<file path="config.mk">
export PLATFORM = sky130hd
export DESIGN_NAME = keypad_timer_decoder_flat
export DESIGN_NICKNAME = d
export VERILOG_FILES = /design/src/rtl/keypad_timer_if.sv /design/src/rtl/keypad_timer_decoder.sv /design/src/flat_wrapper.sv
export SDC_FILE = /design/constraint.sdc
export NUM_CORES = 1
export LEC_CHECK = 0
export CELL_PAD_IN_SITES_DETAIL_PLACEMENT = 0
export CELL_PAD_IN_SITES_GLOBAL_PLACEMENT = 1
export CORE_MARGIN = 8
export CORE_UTILIZATION = 40
export DETAILED_ROUTE_END_ITERATION = 6
export GPL_ROUTABILITY_DRIVEN = 0
export PLACE_DENSITY = 0.88
export RECOVER_POWER = 100
export SYNTH_ARGS = -nofsm -noshare
export SYNTH_HDL_FRONTEND = slang
export SYNTH_SLANG_ARGS = --single-unit
export TNS_END_PERCENT = 5
</file>
<file path="constraint.sdc">
create_clock -name clk -period 2.2 [get_ports clk]
set_clock_uncertainty 0.05 [all_clocks]
set_input_delay 0.44 -clock clk [delete_from_list [all_inputs] [get_ports clk]]
set_output_delay 0.44 -clock clk [all_outputs]
set_load 0.05 [all_outputs]
</file>
<file path="src/rtl/keypad_timer_if.sv">
// Keypad encoder to timer decoder link: encoder-driven controls plus the
// BCD time and status returned to the display and magnetron logic.
interface keypad_timer_if;
  logic       en;
  logic [3:0] D;
  logic       load;
  logic       pgt_1Hz;
  logic [3:0] sec_ones;
  logic [3:0] sec_tens;
  logic [3:0] min_ones;
  logic       zero;
  logic       running;
  logic       done;
  logic       err;

  modport master (
    output en, D, load, pgt_1Hz,
    input  sec_ones, sec_tens, min_ones, zero, running, done, err
  );

  modport slave (
    input  en, D, load, pgt_1Hz,
    output sec_ones, sec_tens, min_ones, zero, running, done, err
  );
endinterface

</file>
<file path="src/rtl/keypad_timer_decoder.sv">
// Decodes keypad strobes into an M:SS BCD cook time and counts it down
// once per 1 Hz tick while the encoder holds the run mode.
module keypad_timer_decoder #(
  parameter int unsigned SYNC_STAGES  = 2,
  parameter int unsigned SEC_TENS_MAX = 5
) (
  input  logic          clk,
  input  logic          clear,
  keypad_timer_if.slave kp
);
  localparam int unsigned DW = 4;

  typedef enum logic [1:0] {ST_ENTRY, ST_RUN, ST_HOLD, ST_DONE} state_e;

  state_e                 state_q, state_d;
  logic [SYNC_STAGES-1:0] load_sync_q, load_sync_d;
  logic [SYNC_STAGES-1:0] pgt_sync_q, pgt_sync_d;
  logic [SYNC_STAGES-1:0] en_sync_q, en_sync_d;
  logic                   pgt_prev_q, pgt_prev_d;
  logic                   en_prev_q, en_prev_d;
  logic [DW-1:0]          sec_ones_q, sec_ones_d;
  logic [DW-1:0]          sec_tens_q, sec_tens_d;
  logic [DW-1:0]          min_ones_q, min_ones_d;
  logic                   running_q, running_d;
  logic                   done_q, done_d;
  logic                   err_q, err_d;

  logic          load_s, pgt_s, en_s;
  logic          strb, en_rise, accept, tick;
  logic          digit_ok, shift_ok, zero_c, at_one;
  logic [DW-1:0] dec_ones, dec_tens, dec_min;

  assign load_s   = load_sync_q[SYNC_STAGES-1];
  assign pgt_s    = pgt_sync_q[SYNC_STAGES-1];
  assign en_s     = en_sync_q[SYNC_STAGES-1];
  assign strb     = pgt_s & ~pgt_prev_q;
  assign en_rise  = en_s & ~en_prev_q;
  assign accept   = strb & ~en_s & load_s;
  assign tick     = strb & en_s;
  assign digit_ok = (kp.D <= DW'(9));
  // The current units digit becomes the seconds-tens digit after a shift.
  assign shift_ok = (sec_ones_q <= DW'(SEC_TENS_MAX));
  assign zero_c   = (min_ones_q == '0) && (sec_tens_q == '0) && (sec_ones_q == '0);
  assign at_one   = (min_ones_q == '0) && (sec_tens_q == '0) && (sec_ones_q == DW'(1));

  // Synchroniser chains and edge-detect history
  always_comb begin
    load_sync_d = {load_sync_q[SYNC_STAGES-2:0], kp.load};
    pgt_sync_d  = {pgt_sync_q[SYNC_STAGES-2:0], kp.pgt_1Hz};
    en_sync_d   = {en_sync_q[SYNC_STAGES-2:0], kp.en};
    pgt_prev_d  = pgt_s;
    en_prev_d   = en_s;
  end

  // One-second decrement with borrow across tens and minutes
  always_comb begin
    dec_ones = sec_ones_q - DW'(1);
    dec_tens = sec_tens_q;
    dec_min  = min_ones_q;
    if (sec_ones_q == '0) begin
      dec_ones = DW'(9);
      if (sec_tens_q == '0) begin
        dec_tens = DW'(SEC_TENS_MAX);
        dec_min  = min_ones_q - DW'(1);
      end else begin
        dec_tens = sec_tens_q - DW'(1);
      end
    end
  end

  always_ff @(posedge clk or posedge clear) begin
    if (clear) begin
      state_q <= ST_ENTRY;
    end else begin
      state_q <= state_d;
    end
  end

  always_comb begin
    state_d = state_q;
    case (state_q)
      ST_ENTRY: if (en_rise && !zero_c) state_d = ST_RUN;
      ST_RUN: begin
        if (!en_s)                state_d = ST_HOLD;
        else if (tick && at_one)  state_d = ST_DONE;
      end
      ST_HOLD: begin
        if (en_rise)                  state_d = ST_RUN;
        else if (accept && digit_ok)  state_d = ST_ENTRY;
      end
      ST_DONE: if (accept && digit_ok) state_d = ST_ENTRY;
      default: state_d = ST_ENTRY;
    endcase
  end

  always_comb begin
    sec_ones_d = sec_ones_q;
    sec_tens_d = sec_tens_q;
    min_ones_d = min_ones_q;
    done_d     = 1'b0;
    err_d      = 1'b0;
    running_d  = (state_d == ST_RUN);
    case (state_q)
      ST_ENTRY: begin
        if (accept) begin
          if (digit_ok && shift_ok) begin
            {min_ones_d, sec_tens_d, sec_ones_d} = {sec_tens_q, sec_ones_q, kp.D};
          end else begin
            err_d = 1'b1;
          end
        end
        if (en_rise && zero_c) err_d = 1'b1;
      end
      ST_RUN: begin
        // Dropping en wins over a coincident tick.
        if (en_s && tick) begin
          {min_ones_d, sec_tens_d, sec_ones_d} = {dec_min, dec_tens, dec_ones};
          done_d = at_one;
        end
      end
      ST_HOLD, ST_DONE: begin
        if (accept) begin
          if (digit_ok) begin
            {min_ones_d, sec_tens_d, sec_ones_d} = {DW'(0), DW'(0), kp.D};
          end else begin
            err_d = 1'b1;
          end
        end
        if (state_q == ST_DONE && en_rise) err_d = 1'b1;
      end
      default: ;
    endcase
  end

  always_ff @(posedge clk or posedge clear) begin
    if (clear) begin
      load_sync_q <= '0;
      pgt_sync_q  <= '0;
      en_sync_q   <= '0;
      pgt_prev_q  <= 1'b0;
      en_prev_q   <= 1'b0;
      sec_ones_q  <= '0;
      sec_tens_q  <= '0;
      min_ones_q  <= '0;
      running_q   <= 1'b0;
      done_q      <= 1'b0;
      err_q       <= 1'b0;
    end else begin
      load_sync_q <= load_sync_d;
      pgt_sync_q  <= pgt_sync_d;
      en_sync_q   <= en_sync_d;
      pgt_prev_q  <= pgt_prev_d;
      en_prev_q   <= en_prev_d;
      sec_ones_q  <= sec_ones_d;
      sec_tens_q  <= sec_tens_d;
      min_ones_q  <= min_ones_d;
      running_q   <= running_d;
      done_q      <= done_d;
      err_q       <= err_d;
    end
  end

  assign kp.sec_ones = sec_ones_q;
  assign kp.sec_tens = sec_tens_q;
  assign kp.min_ones = min_ones_q;
  assign kp.zero     = zero_c;
  assign kp.running  = running_q;
  assign kp.done     = done_q;
  assign kp.err      = err_q;
endmodule
</file>
<file path="src/flat_wrapper.sv">
// flat-port wrapper written by rule: the top's interface ports become plain ports
module keypad_timer_decoder_flat 
#(
  parameter int unsigned SYNC_STAGES  = 2,
  parameter int unsigned SEC_TENS_MAX = 5
)
  (clk, clear, kp_en, kp_D, kp_load, kp_pgt_1Hz, kp_sec_ones, kp_sec_tens, kp_min_ones, kp_zero, kp_running, kp_done, kp_err);
  keypad_timer_if kp_i ();
  input  logic clk;
  input  logic clear;
  input wire logic [$bits(kp_i.en)-1:0] kp_en;
  input wire logic [$bits(kp_i.D)-1:0] kp_D;
  input wire logic [$bits(kp_i.load)-1:0] kp_load;
  input wire logic [$bits(kp_i.pgt_1Hz)-1:0] kp_pgt_1Hz;
  output wire logic [$bits(kp_i.sec_ones)-1:0] kp_sec_ones;
  output wire logic [$bits(kp_i.sec_tens)-1:0] kp_sec_tens;
  output wire logic [$bits(kp_i.min_ones)-1:0] kp_min_ones;
  output wire logic [$bits(kp_i.zero)-1:0] kp_zero;
  output wire logic [$bits(kp_i.running)-1:0] kp_running;
  output wire logic [$bits(kp_i.done)-1:0] kp_done;
  output wire logic [$bits(kp_i.err)-1:0] kp_err;
  assign kp_i.en = kp_en;
  assign kp_i.D = kp_D;
  assign kp_i.load = kp_load;
  assign kp_i.pgt_1Hz = kp_pgt_1Hz;
  assign kp_sec_ones = kp_i.sec_ones;
  assign kp_sec_tens = kp_i.sec_tens;
  assign kp_min_ones = kp_i.min_ones;
  assign kp_zero = kp_i.zero;
  assign kp_running = kp_i.running;
  assign kp_done = kp_i.done;
  assign kp_err = kp_i.err;
  keypad_timer_decoder #(.SYNC_STAGES(SYNC_STAGES), .SEC_TENS_MAX(SEC_TENS_MAX)) u_core (.clk(clk), .clear(clear), .kp(kp_i));
endmodule
</file>
# After elaboration in Yosys (flattened, before gate mapping)
# Cells that the tools add are included.
# Widths: inputs -> output; s select.
classes:
  add_sub_neg: 3
  n_mul: 0
  div: 0
  order_cmp: 2
  n_eq_ne: 12
  n_shift: 0
  muxes: 36
  bitwise: 8
  reduce_logical: 19
op_table:
  columns: ["operator", "count"]
  rows:
  - ["$mux 4", 18]
  - ["$pmux 4 s3", 3]
  - ["$ne 2x1->1 const B", 7]
  - ["$logic_not 4->1", 3]
  - ["$sub 4x1->4 const B", 3]
  - ["$logic_and 1x1->1", 10]
  - ["$mux 2", 5]
  - ["$mux 1", 8]
  - ["$pmux 2 s4", 1]
  - ["$reduce_and 7->1", 1]
  - ["$reduce_and 6->1", 1]
  - ["$and 1x1->1", 5]
  - ["$reduce_and 5->1", 1]
  - ["$eq 2x1->1 const B", 2]
  - ["$eq 2x2->1 const B", 2]
  - ["$eq 4x1->1 const B", 1]
  - ["$le 4x3->1 const B", 1]
  - ["$le 4x4->1 const B", 1]
  - ["$not 1->1", 3]
  - ["$logic_not 2->1", 1]
  - ["$pmux 1 s2", 1]
  - ["$reduce_or 2->1", 1]
  - ["$logic_not 1->1", 1]
totals:
  ff_bits: 25
  latchBits: 0
  mem_bits_rw: 0
  rom_bits: 0
  output_inout_bits: 16
  wordCells: 92
  mem_count: 0

# Logic depth before layout (Yosys ltp)
# Gate-level depths: netlist of the first run.
depth:
  depth_word: 9
  mapped_depth: 6
  ltp_nobuf: 6

# Worst setup path after synthesis of the first run
# No wires, ideal clock.
synth_path:
  path_kind: "flip-flop to output port"
  startpoint: "register u_core.sec_tens_q[0], in the netlist u_core.kp.sec_tens[0]"
  endpoint: "output kp_zero"
  arrival_ps: 1633
  t_required_ps: 1710
  slack_ps: 77
  stages_incl_launch_ff: 5
  path_cell_list: "dfrtp_1 > inv_1 > ha_1 > nor3b_2 > and3_2"
synth_between:
  elab_chain_cells: 3
synth_lines:
  columns: ["item", "line", "text"]
  rows:
  - ["start, declared", "keypad_timer_decoder.sv:22", "logic [DW-1:0] sec_tens_q, sec_tens_d;"]
  - ["start signal, assigned", "keypad_timer_decoder.sv:155", "sec_tens_q <= sec_tens_d;"]
  - ["$logic_not 4->1", "keypad_timer_decoder.sv:43", "assign zero_c = (min_ones_q == '0) && (sec_tens_q == '0) && (sec_ones_q == '0);"]
  - ["$logic_and 1x1->1 (2 in a row)", "keypad_timer_decoder.sv:43", null]
  - ["end, declared", "flat_wrapper.sv:18", "output wire logic [$bits(kp_i.zero)-1:0] kp_zero;"]
# Every way passes these cells.

# Final worst setup path of the first run
# Same ends and word-level chain as after synthesis.

==> qor.yml, run 1 <==
status: "finished clean"
vias: 1221
crit_slowest_cell: "dfrtp_1"
synth_top_area_share_pct: 43.7
multi_input_area_um2: 744
ys_types: 51
cp.arrival_ns: 1.64
cts_inserted_buffers: 3
rrSetupSlack_ns: 0.16
synth_cells: 138
timing.final.ws_setup_ns: 0.0718
irDropWorstVdd_uv: 580
ys_warn_count: 0
endpoint_kind: "output port"
synthTopCellsByArea: "dfrtp_1 44%, o211ai_1 4.2%, inv_1 3.1%, mux2i_1 2.1%, a211oi_1 2.1%"
fin_util_pct: 54.3
reg2reg_to: "u_core.kp.sec_tens[1]$_DFFE_PP0P_"
cp-endpoint: "kp_zero"
core_um2: 3390
ios: 25
drv_slew: 0
drive_gt1_share_pct: 19.7
synthToLayoutAreaGrowth_pct: 28.7
holdCritPathClass: "flop to flop"
tns_ns: 0
cts.sinks: 25
critPathLaunch: "u_core.kp.sec_tens[0]$_DFFE_PP0P_"
async_flop_share_pct: 100
dp_hpwl_um: 2590
fin_crit_sh_pct: 96.7
die_h_um: 75.8
n_antenna_cell: 0
drv_cap: 0
rr_startpoint: "u_core.kp.sec_ones[1]$_DFFE_PP0P_"
synth_top_cells_by_count: "25 x dfrtp_1, 12 x inv_1, 8 x o211ai_1"
crit_fanout: 4
critPathMaxStageDelay_ns: 0.43
grt_max_degree: 26
insertion_delay_ns: 0.34
p_per_area_nw_per_um2: 1400
leakage_uw: 0.000749
slew_headroom_pct: 12.2
syn_nets: 149
h-tree-depth: 1
die_w_um: 75.8
routed_wl_um: 3420
period_needed_ns: 2.13
required_ns: 1.71
setup_viol: 0
routed_via_density: 5.58
rsz0062_at_grt: "yes"
synth_ff_type: "dfrtp_1"
wl_per_cell_um: 15.6
path_clk_slew_ns: 0.15
critPathKind: "flop to output port"
cts_tree: "built"
fmaxAchievable_mhz: 470
ff2ff_path_depth: 5
synth.largest_area_cell: "dfrtp_1"
grt_pass1_vias: 1239
synthesis.area_um2: 1430
dieArea_um2: 5740
initial_core_util_pct: 42.2
syn_area_per_cell_um2: 10.4
synth_edf_count: 0
yosys.cell_count.top_type: "dfrtp_1"
gr-total-overflow: 0
track_usage_pct: 13.7
rows: 21
firstDrtPassIters: 4
worst_pin_slew_ns: 1.32
nNetsFinal: 185
seq_area_um2: 626
root_buffer: "clkbuf_4"
port_buffers: 24
place_ws_ns: 0.0613
antenna_left: 0
ctsHoldBuffers: 0
ys_ff_latch: 25
power_uw: 2570
critical_path.cell_chain: "inv_1 > ha_2 > nor3b_4 > and3_4 > buf_12"
drtIter0Drc: 82
grt_pass1_wl_um: 6000
seq_area_frac_synth_pct: 43.7
hold_violations: 0
drc_errors: 0
clockBufferDepth: 2
grt_antenna_before_repair: 0
start_kind: "flop"
nFillCells: 289
## cell type report
| type | count | share of cell area [%] |
|---|---|---|
| multi-input cells | 95 | 40.4 |
| flip-flops and latches | 25 | 34.0 |
| repair buffers | 37 | 18.3 |
| well taps | 46 | 3.13 |
| inverters | 12 | 2.45 |
| clock buffers | 3 | 1.22 |
| clock inverters | 1 | 0.476 |
## critical path, delay by kind of cell (launching register included)
kind | cells | cell delay (ns)
buffers and inverters | 2 | 0.22
DFF | 1 | 0.43
adders and majority gates | 1 | 0.21
and+or+nand+nor | 2 | 0.44
## metal layers
metal | part of all wire (%) | vias up | wire length [um] | global-route usage, %
met4 | 1.8 | 0 | 61 | 6.61
met2 | 48 | 53 | 1630 | 21.7
li1 | - | 585 | - | -
met1 | 44 | 579 | 1490 | 17.3
met5 | 0 | - | 0 | 0
met3 | 6.9 | 4 | 237 | 2.89
## worst min-delay path by stage
stage          cells after the start                        endpoint                      startpoint
2_1_floorplan                      0   u_core.en_sync_q[1]$_DFF_PP0_   u_core.en_sync_q[0]$_DFF_PP0_
3_3_place_gp                       0  u_core.pgt_sync_q[1]$_DFF_PP0_  u_core.pgt_sync_q[0]$_DFF_PP0_
3_5_place_dp                       0  u_core.pgt_sync_q[1]$_DFF_PP0_  u_core.pgt_sync_q[0]$_DFF_PP0_
4_1_cts                            0  u_core.pgt_sync_q[1]$_DFF_PP0_  u_core.pgt_sync_q[0]$_DFF_PP0_
5_1_grt                            0  u_core.pgt_sync_q[1]$_DFF_PP0_  u_core.pgt_sync_q[0]$_DFF_PP0_
6_report                           0  u_core.pgt_sync_q[1]$_DFF_PP0_  u_core.pgt_sync_q[0]$_DFF_PP0_
## layout by cell type (no fill, tap or decap), types with 2 or more instances in the layout
cell type        instances
nor2_1                   7
a31oi_1                  2
clkbuf_4                 3
buf_4                   15
o211ai_1                 8
o22ai_1                  3
nor3_1                   3
a22oi_1                  2
nor4_1                   2
dlymetal6s2s_1           3
and2_1                   2
clkdlybuf4s50_1         11
nand2_1                  7
mux2i_1                  3
o21ai_0                  3
nor2b_1                  2
nor3b_4                  2
a21oi_1                  5
xnor2_1                  2
dfrtp_1                 25
nand3_1                  5
a211oi_1                 4
clkbuf_1                 2
dlygate4sd3_1            4
o31ai_1                  2
o221ai_1                 2
nand2b_1                 4
inv_1                   12
## metrics by stage
step	hold WS, ns	cell area (um^2)	instances
3_3_place_gp	0.283	1760	211
5_1_grt	0.333	1840	219
4_1_cts	0.319	1810	217
6_report	0.318	1840	219
3_5_place_dp	0.286	1760	211
2_1_floorplan	0.281	1430	138
## registers in the layout, indices dropped and copies added (netlist names), 2 cells and up
name                cells
u_core.en_sync_q        2
u_core.kp.min_ones      4
u_core.kp.sec_ones      4
u_core.kp.sec_tens      4
u_core.load_sync_q      2
u_core.pgt_sync_q       2
u_core.state_q          2
## power by group
part / leakage [uW] / internal [uW] / switching, uW
clock network: 0.0000183 / 74.4 / 155
registers: 0.000299 / 589 / 212
logic: 0.000432 / 618 / 920
total: 0.000749 / 1280 / 1290
## timing repair
| action | CTS | global route |
|---|---|---|
| gates resized for setup | 3 | 6 |
| buffers inserted | 2 | 2 |
| pin swaps | 1 | 0 |
| endpoints found under the setup margin | 1 | 2 |
## kinds of logic (layout without fill, tap and decap cells)
| logic type | after synthesis | in the layout | share of synthesized area [%] |
|---|---|---|---|
| AND/OR/NAND/NOR | 45 | 45 | 20.9 |
| AO/OA/AOI/OAI | 42 | 42 | 23.4 |
| flip-flops | 25 | 25 | 43.7 |
| buffers and inverters | 18 | 53 | 5.86 |
| multiplexers | 4 | 4 | 3.15 |
| adder cells (fa/ha/maj) | 2 | 2 | 1.75 |
| XOR/XNOR | 2 | 2 | 1.23 |
(Power assumes the default switching activity.)
==> run 2, diff against run 1 <==
Settings changed: MAX_ROUTING_LAYER set to met4.
==> run 2 against run 1 <==
Effect of this change: power barely moved; register-to-register slack barely moved; first-iteration DRC count fell by 8.5%; count of clock-buffer cells in the layout did not move; utilization did not move; wire length rose by 0.23%; cell area did not move; critical path depth did not move; largest power group unchanged.
==> qor.yml, run 2 (synthesized netlist as in run 1, its figures left out) <==
met3_length_um: 212
port_buffers: 24
start_kind: "flop"
antenna_left: 0
leakage_uw: 0.000749
drtIter0Drc: 75
cts.sinks: 25
insertion_delay_ns: 0.34
die_w_um: 75.8
nFillCells: 289
setup_viol: 0
final_common_cell: "dfrtp_1"
timing.final.ws_setup_ns: 0.0733
cts_inserted_buffers: 3
wirelength_met1_um: 1530
crit_fanout: 4
hold_violations: 0
ios: 25
fin_util_pct: 54.3
routed_via_density: 5.58
die_h_um: 75.8
design_area_um2: 1840
fin_crit_sh_pct: 96.7
holdCritPathClass: "flop to flop"
rsz0062_at_grt: "yes"
grt_pass1_wl_um: 6000
worst_pin_slew_ns: 1.32
synthToLayoutAreaGrowth_pct: 28.7
h-tree-depth: 1
layout.cells.non_filler: 219
slew_headroom_pct: 12.2
rows: 21
place_ws_ns: 0.0613
firstDrtPassIters: 4
dpl-instance-area_um2: 1760
dieArea_um2: 5740
cts_tree: "built"
cp.arrival_ns: 1.64
root_buffer: "clkbuf_4"
clockBufferDepth: 2
grt_pass1_vias: 1241
wl_per_cell_um: 15.7
grt_antenna_before_repair: 0
endpoint_kind: "output port"
track_usage_pct: 14.1
vias: 1223
drv_slew: 0
grt_max_degree: 26
dp.cells: 211
required_ns: 1.71
crit_slowest_cell: "dfrtp_1"
wl_met2_um: 1630
gr-total-overflow: 0
status: "finished clean"
routed_wl_um: 3430
initial_core_util_pct: 42.2
fmaxAchievable_mhz: 470
core_um2: 3390
drc_errors: 0
final_cell_mix: "25 x dfrtp_1, 15 x buf_4, 12 x inv_1"
critical_path.cell_chain: "inv_1 > ha_2 > nor3b_4 > and3_4 > buf_12"
n_antenna_cell: 0
drive_gt1_share_pct: 19.7
drv_cap: 0
critPathMaxStageDelay_ns: 0.43
path_clk_slew_ns: 0.15
tns_ns: 0
nNetsFinal: 185
p_per_area_nw_per_um2: 1400
top_layer_used: "met4"
irDropWorstVdd_uv: 580
dp_hpwl_um: 2590
critPathKind: "flop to output port"
period_needed_ns: 2.13
==> run 2: repair_timing <==
| action | CTS | global route |
|---|---|---|
| endpoints found under the setup margin | 1 | 2 |
| pin swaps | 1 | 0 |
| setup buffers | 2 | 2 |
| hold buffers | 0 | 0 |
| gates resized for setup | 3 | 6 |
==> run 2: path summary, 6_finish.rpt <==
path	startpoint	end	slack [ns]	depth (start not counted)
worst max register to register	u_core.kp.sec_ones[1]$_DFFE_PP0P_	u_core.kp.sec_tens[1]$_DFFE_PP0P_	0.16	5
min in group asynchronous	clear	u_core.kp.done$_DFF_PP0_	0.90	3
worst min register to register	u_core.pgt_sync_q[0]$_DFF_PP0_	u_core.pgt_sync_q[1]$_DFF_PP0_	0.32	0
worst max-delay path	u_core.kp.sec_tens[0]$_DFFE_PP0P_	kp_zero	0.07	5
worst min-delay path	u_core.pgt_sync_q[0]$_DFF_PP0_	u_core.pgt_sync_q[1]$_DFF_PP0_	0.32	0
max in group asynchronous	clear	u_core.kp.sec_ones[2]$_DFFE_PP0P_	0.42	3
==> run 2: per-layer routing <==
layer / global-route usage [%] / up-vias
met5: - / -
met4: 6.61 / 0
met3: 2.50 / 4
met2: 21.7 / 55
met1: 17.6 / 580
li1: - / 584
==> run 2: cell type report <==
cell class | count | area [um^2] | share of cell area, %
flip-flops and latches | 25 | 626 | 34.0
clock buffers | 3 | 22.5 | 1.22
well taps | 46 | 57.6 | 3.13
repair buffers | 37 | 337 | 18.3
multi-input cells | 95 | 744 | 40.4
clock inverters | 1 | 8.76 | 0.476
inverters | 12 | 45.0 | 2.45
==> run 2: where the power goes <==
part | internal [uW] | switching, uW
clock | 74.4 | 155
combinational | 618 | 919
sequential | 589 | 212
==> run 2: per-stage QoR <==
step / power (uW) / hold WS (ns)
2_1_floorplan: 1850 / 0.281
3_5_place_dp: 2290 / 0.286
4_1_cts: 2540 / 0.319
5_1_grt: 2750 / 0.333
6_report: 2570 / 0.318
3_3_place_gp: 2270 / 0.283
==> run 2: worst max-delay path: cells and delay by family (launching register included) <==
kind | cells | cell delay, ns
and+or+nand+nor | 2 | 0.44
buffers and inverters | 2 | 0.22
DFF | 1 | 0.43
adders and majority gates | 1 | 0.21
==> run 3, diff against run 2 <==
Clock period 2.2 ns to 2.32 ns, I/O delays scaled along.
==> run 3 against run 2 <==
Effect of this change: power is 9.4% lower; sequential cell count unchanged; highest routed layer unchanged; die area unchanged; via count shrank 2.4%; first-iteration DRC count shrank 17%; largest cell class unchanged; critical path depth is the same; sequential share of layout area up 1.7 points; register-to-register slack about the same; utilization fell by 2.5 points; largest power group unchanged; global-route usage down 0.77 points; cell area down 4.6%; non-clock buffer count is 6 lower.
==> qor.yml, run 3 (synthesized netlist as in run 1, its figures left out) <==
fmaxAchievable_mhz: 448
multi_input_area_um2: 719
hold_violations: 0
drtIter0Drc: 62
n_antenna_cell: 0
drv_cap: 0
dpl-instance-area_um2: 1750
place_ws_ns: 0.172
clockBufferDepth: 2
grt_pass1_vias: 1227
design_area_um2: 1760
cts_inserted_buffers: 3
leakage_uw: 0.000690
rr_startpoint: "u_core.kp.sec_ones[1]$_DFFE_PP0P_"
track_usage_pct: 13.4
nNetsFinal: 179
timing.final.ws_setup_ns: 0.0865
port_buffers: 24
dp_hpwl_um: 2450
tns_ns: 0
p_per_area_nw_per_um2: 1320
start_kind: "flop"
critPathLaunch: "u_core.kp.sec_tens[0]$_DFFE_PP0P_"
slew_headroom_pct: 13.6
critPathMaxStageDelay_ns: 0.46
routed_wl_um: 3290
dieArea_um2: 5740
worst_pin_slew_ns: 1.30
cp-endpoint: "kp_zero"
die_w_um: 75.8
rows: 21
setup_viol: 0
grt_max_degree: 26
initial_core_util_pct: 42.2
synthToLayoutAreaGrowth_pct: 22.8
critPathKind: "flop to output port"
reg2reg_to: "u_core.kp.sec_tens[1]$_DFFE_PP0P_"
drive_gt1_share_pct: 13.8
fin_crit_sh_pct: 96.3
gr-total-overflow: 0
grt_antenna_before_repair: 0
irDropWorstVdd_uv: 591
min_from: "u_core.en_sync_q[0]$_DFF_PP0_"
firstDrtPassIters: 4
h-tree-depth: 1
critical_path.cell_chain: "inv_1 > ha_2 > nor3b_2 > and3_2 > buf_12"
required_ns: 1.81
nFillCells: 320
holdCritPathClass: "flop to flop"
rrSetupSlack_ns: 0.15
routed_via_density: 5.61
ios: 25
cts.sinks: 25
grt_pass1_wl_um: 5830
cp.arrival_ns: 1.72
wl_per_cell_um: 15.5
die_h_um: 75.8
hold_slack_ns: 0.316
vias: 1194
final_cell_mix: "24 x dfrtp_1, 12 x inv_1, 10 x dlygate4sd3_1, 10 x clkdlybuf4s50_1, 8 x o211ai_1"
drv_slew: 0
status: "finished clean"
ff2ff_path_depth: 4
path_clk_slew_ns: 0.15
grtUsageMet1_pct: 17.9
insertion_delay_ns: 0.33
grt.met3_usage_pct: 1.71
drc_errors: 0
crit_fanout: 5
cts_tree: "built"
rsz0062_at_grt: "yes"
root_buffer: "clkbuf_4"
use_met2_pct: 19.9
crit_slowest_cell: "dfrtp_2"
period_needed_ns: 2.23
final_common_cell: "dfrtp_1"
busiest_layer: "met2"
seq_area_um2: 627
antenna_left: 0
core_um2: 3390
endpoint_kind: "output port"
==> run 3: changes by cell type in the layout (fill, tap and decap cells not counted), moves of 2 or more <==
cell,change
buf_4,-10
dlygate4sd3_1,+6
clkbuf_1,+3
dlymetal6s2s_1,-3
nor3b_2,+2
nor3b_4,-2
==> run 3: cell type report <==
| type | instances | area share (%) |
|---|---|---|
| clock buffer | 3 | 1.28 |
| clock inverter | 1 | 0.499 |
| inverter | 12 | 2.56 |
| multi-input combinational | 95 | 41.0 |
| sequential | 25 | 35.7 |
| tap | 46 | 3.28 |
| timing repair buffer | 31 | 15.7 |
==> run 3: worst min path at each step <==
stage / end / slack [ns] / cells after the start
6_report: u_core.en_sync_q[1]$_DFF_PP0_ / 0.32 / 0
4_1_cts: u_core.load_sync_q[1]$_DFF_PP0_ / 0.32 / 0
3_3_place_gp: u_core.pgt_sync_q[1]$_DFF_PP0_ / 0.28 / 0
2_1_floorplan: u_core.en_sync_q[1]$_DFF_PP0_ / 0.28 / 0
5_1_grt: u_core.load_sync_q[1]$_DFF_PP0_ / 0.33 / 0
3_5_place_dp: u_core.en_sync_q[1]$_DFF_PP0_ / 0.28 / 0
==> run 3: stage by stage <==
stage          std cells  utilization (%)  power, uW
6_report             213             51.8       2330
3_5_place_dp         209             51.7       2150
2_1_floorplan        138                -       1750
4_1_cts              213             52.8       2370
3_3_place_gp         209             51.7       2140
5_1_grt              213             51.8       2480
==> run 3: worst max-delay path: cells and delay by family, from the launching register on <==
family	cells	cell delay, ns
flip-flops	1	0.46
buffers and inverters	2	0.25
AND/OR/NAND/NOR	2	0.45
adder cells (fa/ha/maj)	1	0.23
==> run 3: timing repair <==
| item | 4_1_cts | 5_1_grt |
|---|---|---|
| endpoints found under the setup margin | 1 | 4 |
| hold buffers | 0 | 0 |
| buffers inserted | 0 | 0 |
| gates resized for setup | 1 | 5 |
==> run 3: power by group <==
group / switching (uW) / internal [uW]
clock: 142 / 70.3
combinational: 813 / 508
sequential: 234 / 559
total: 1190 / 1140
==> run 3: metal layers <==
metal	wire length, um	share of wire [%]	up-vias
met5	0	0	-
met4	48	1.5	0
met3	170	5.2	4
met2	1510	46	35
met1	1560	47	583
li1	-	-	572
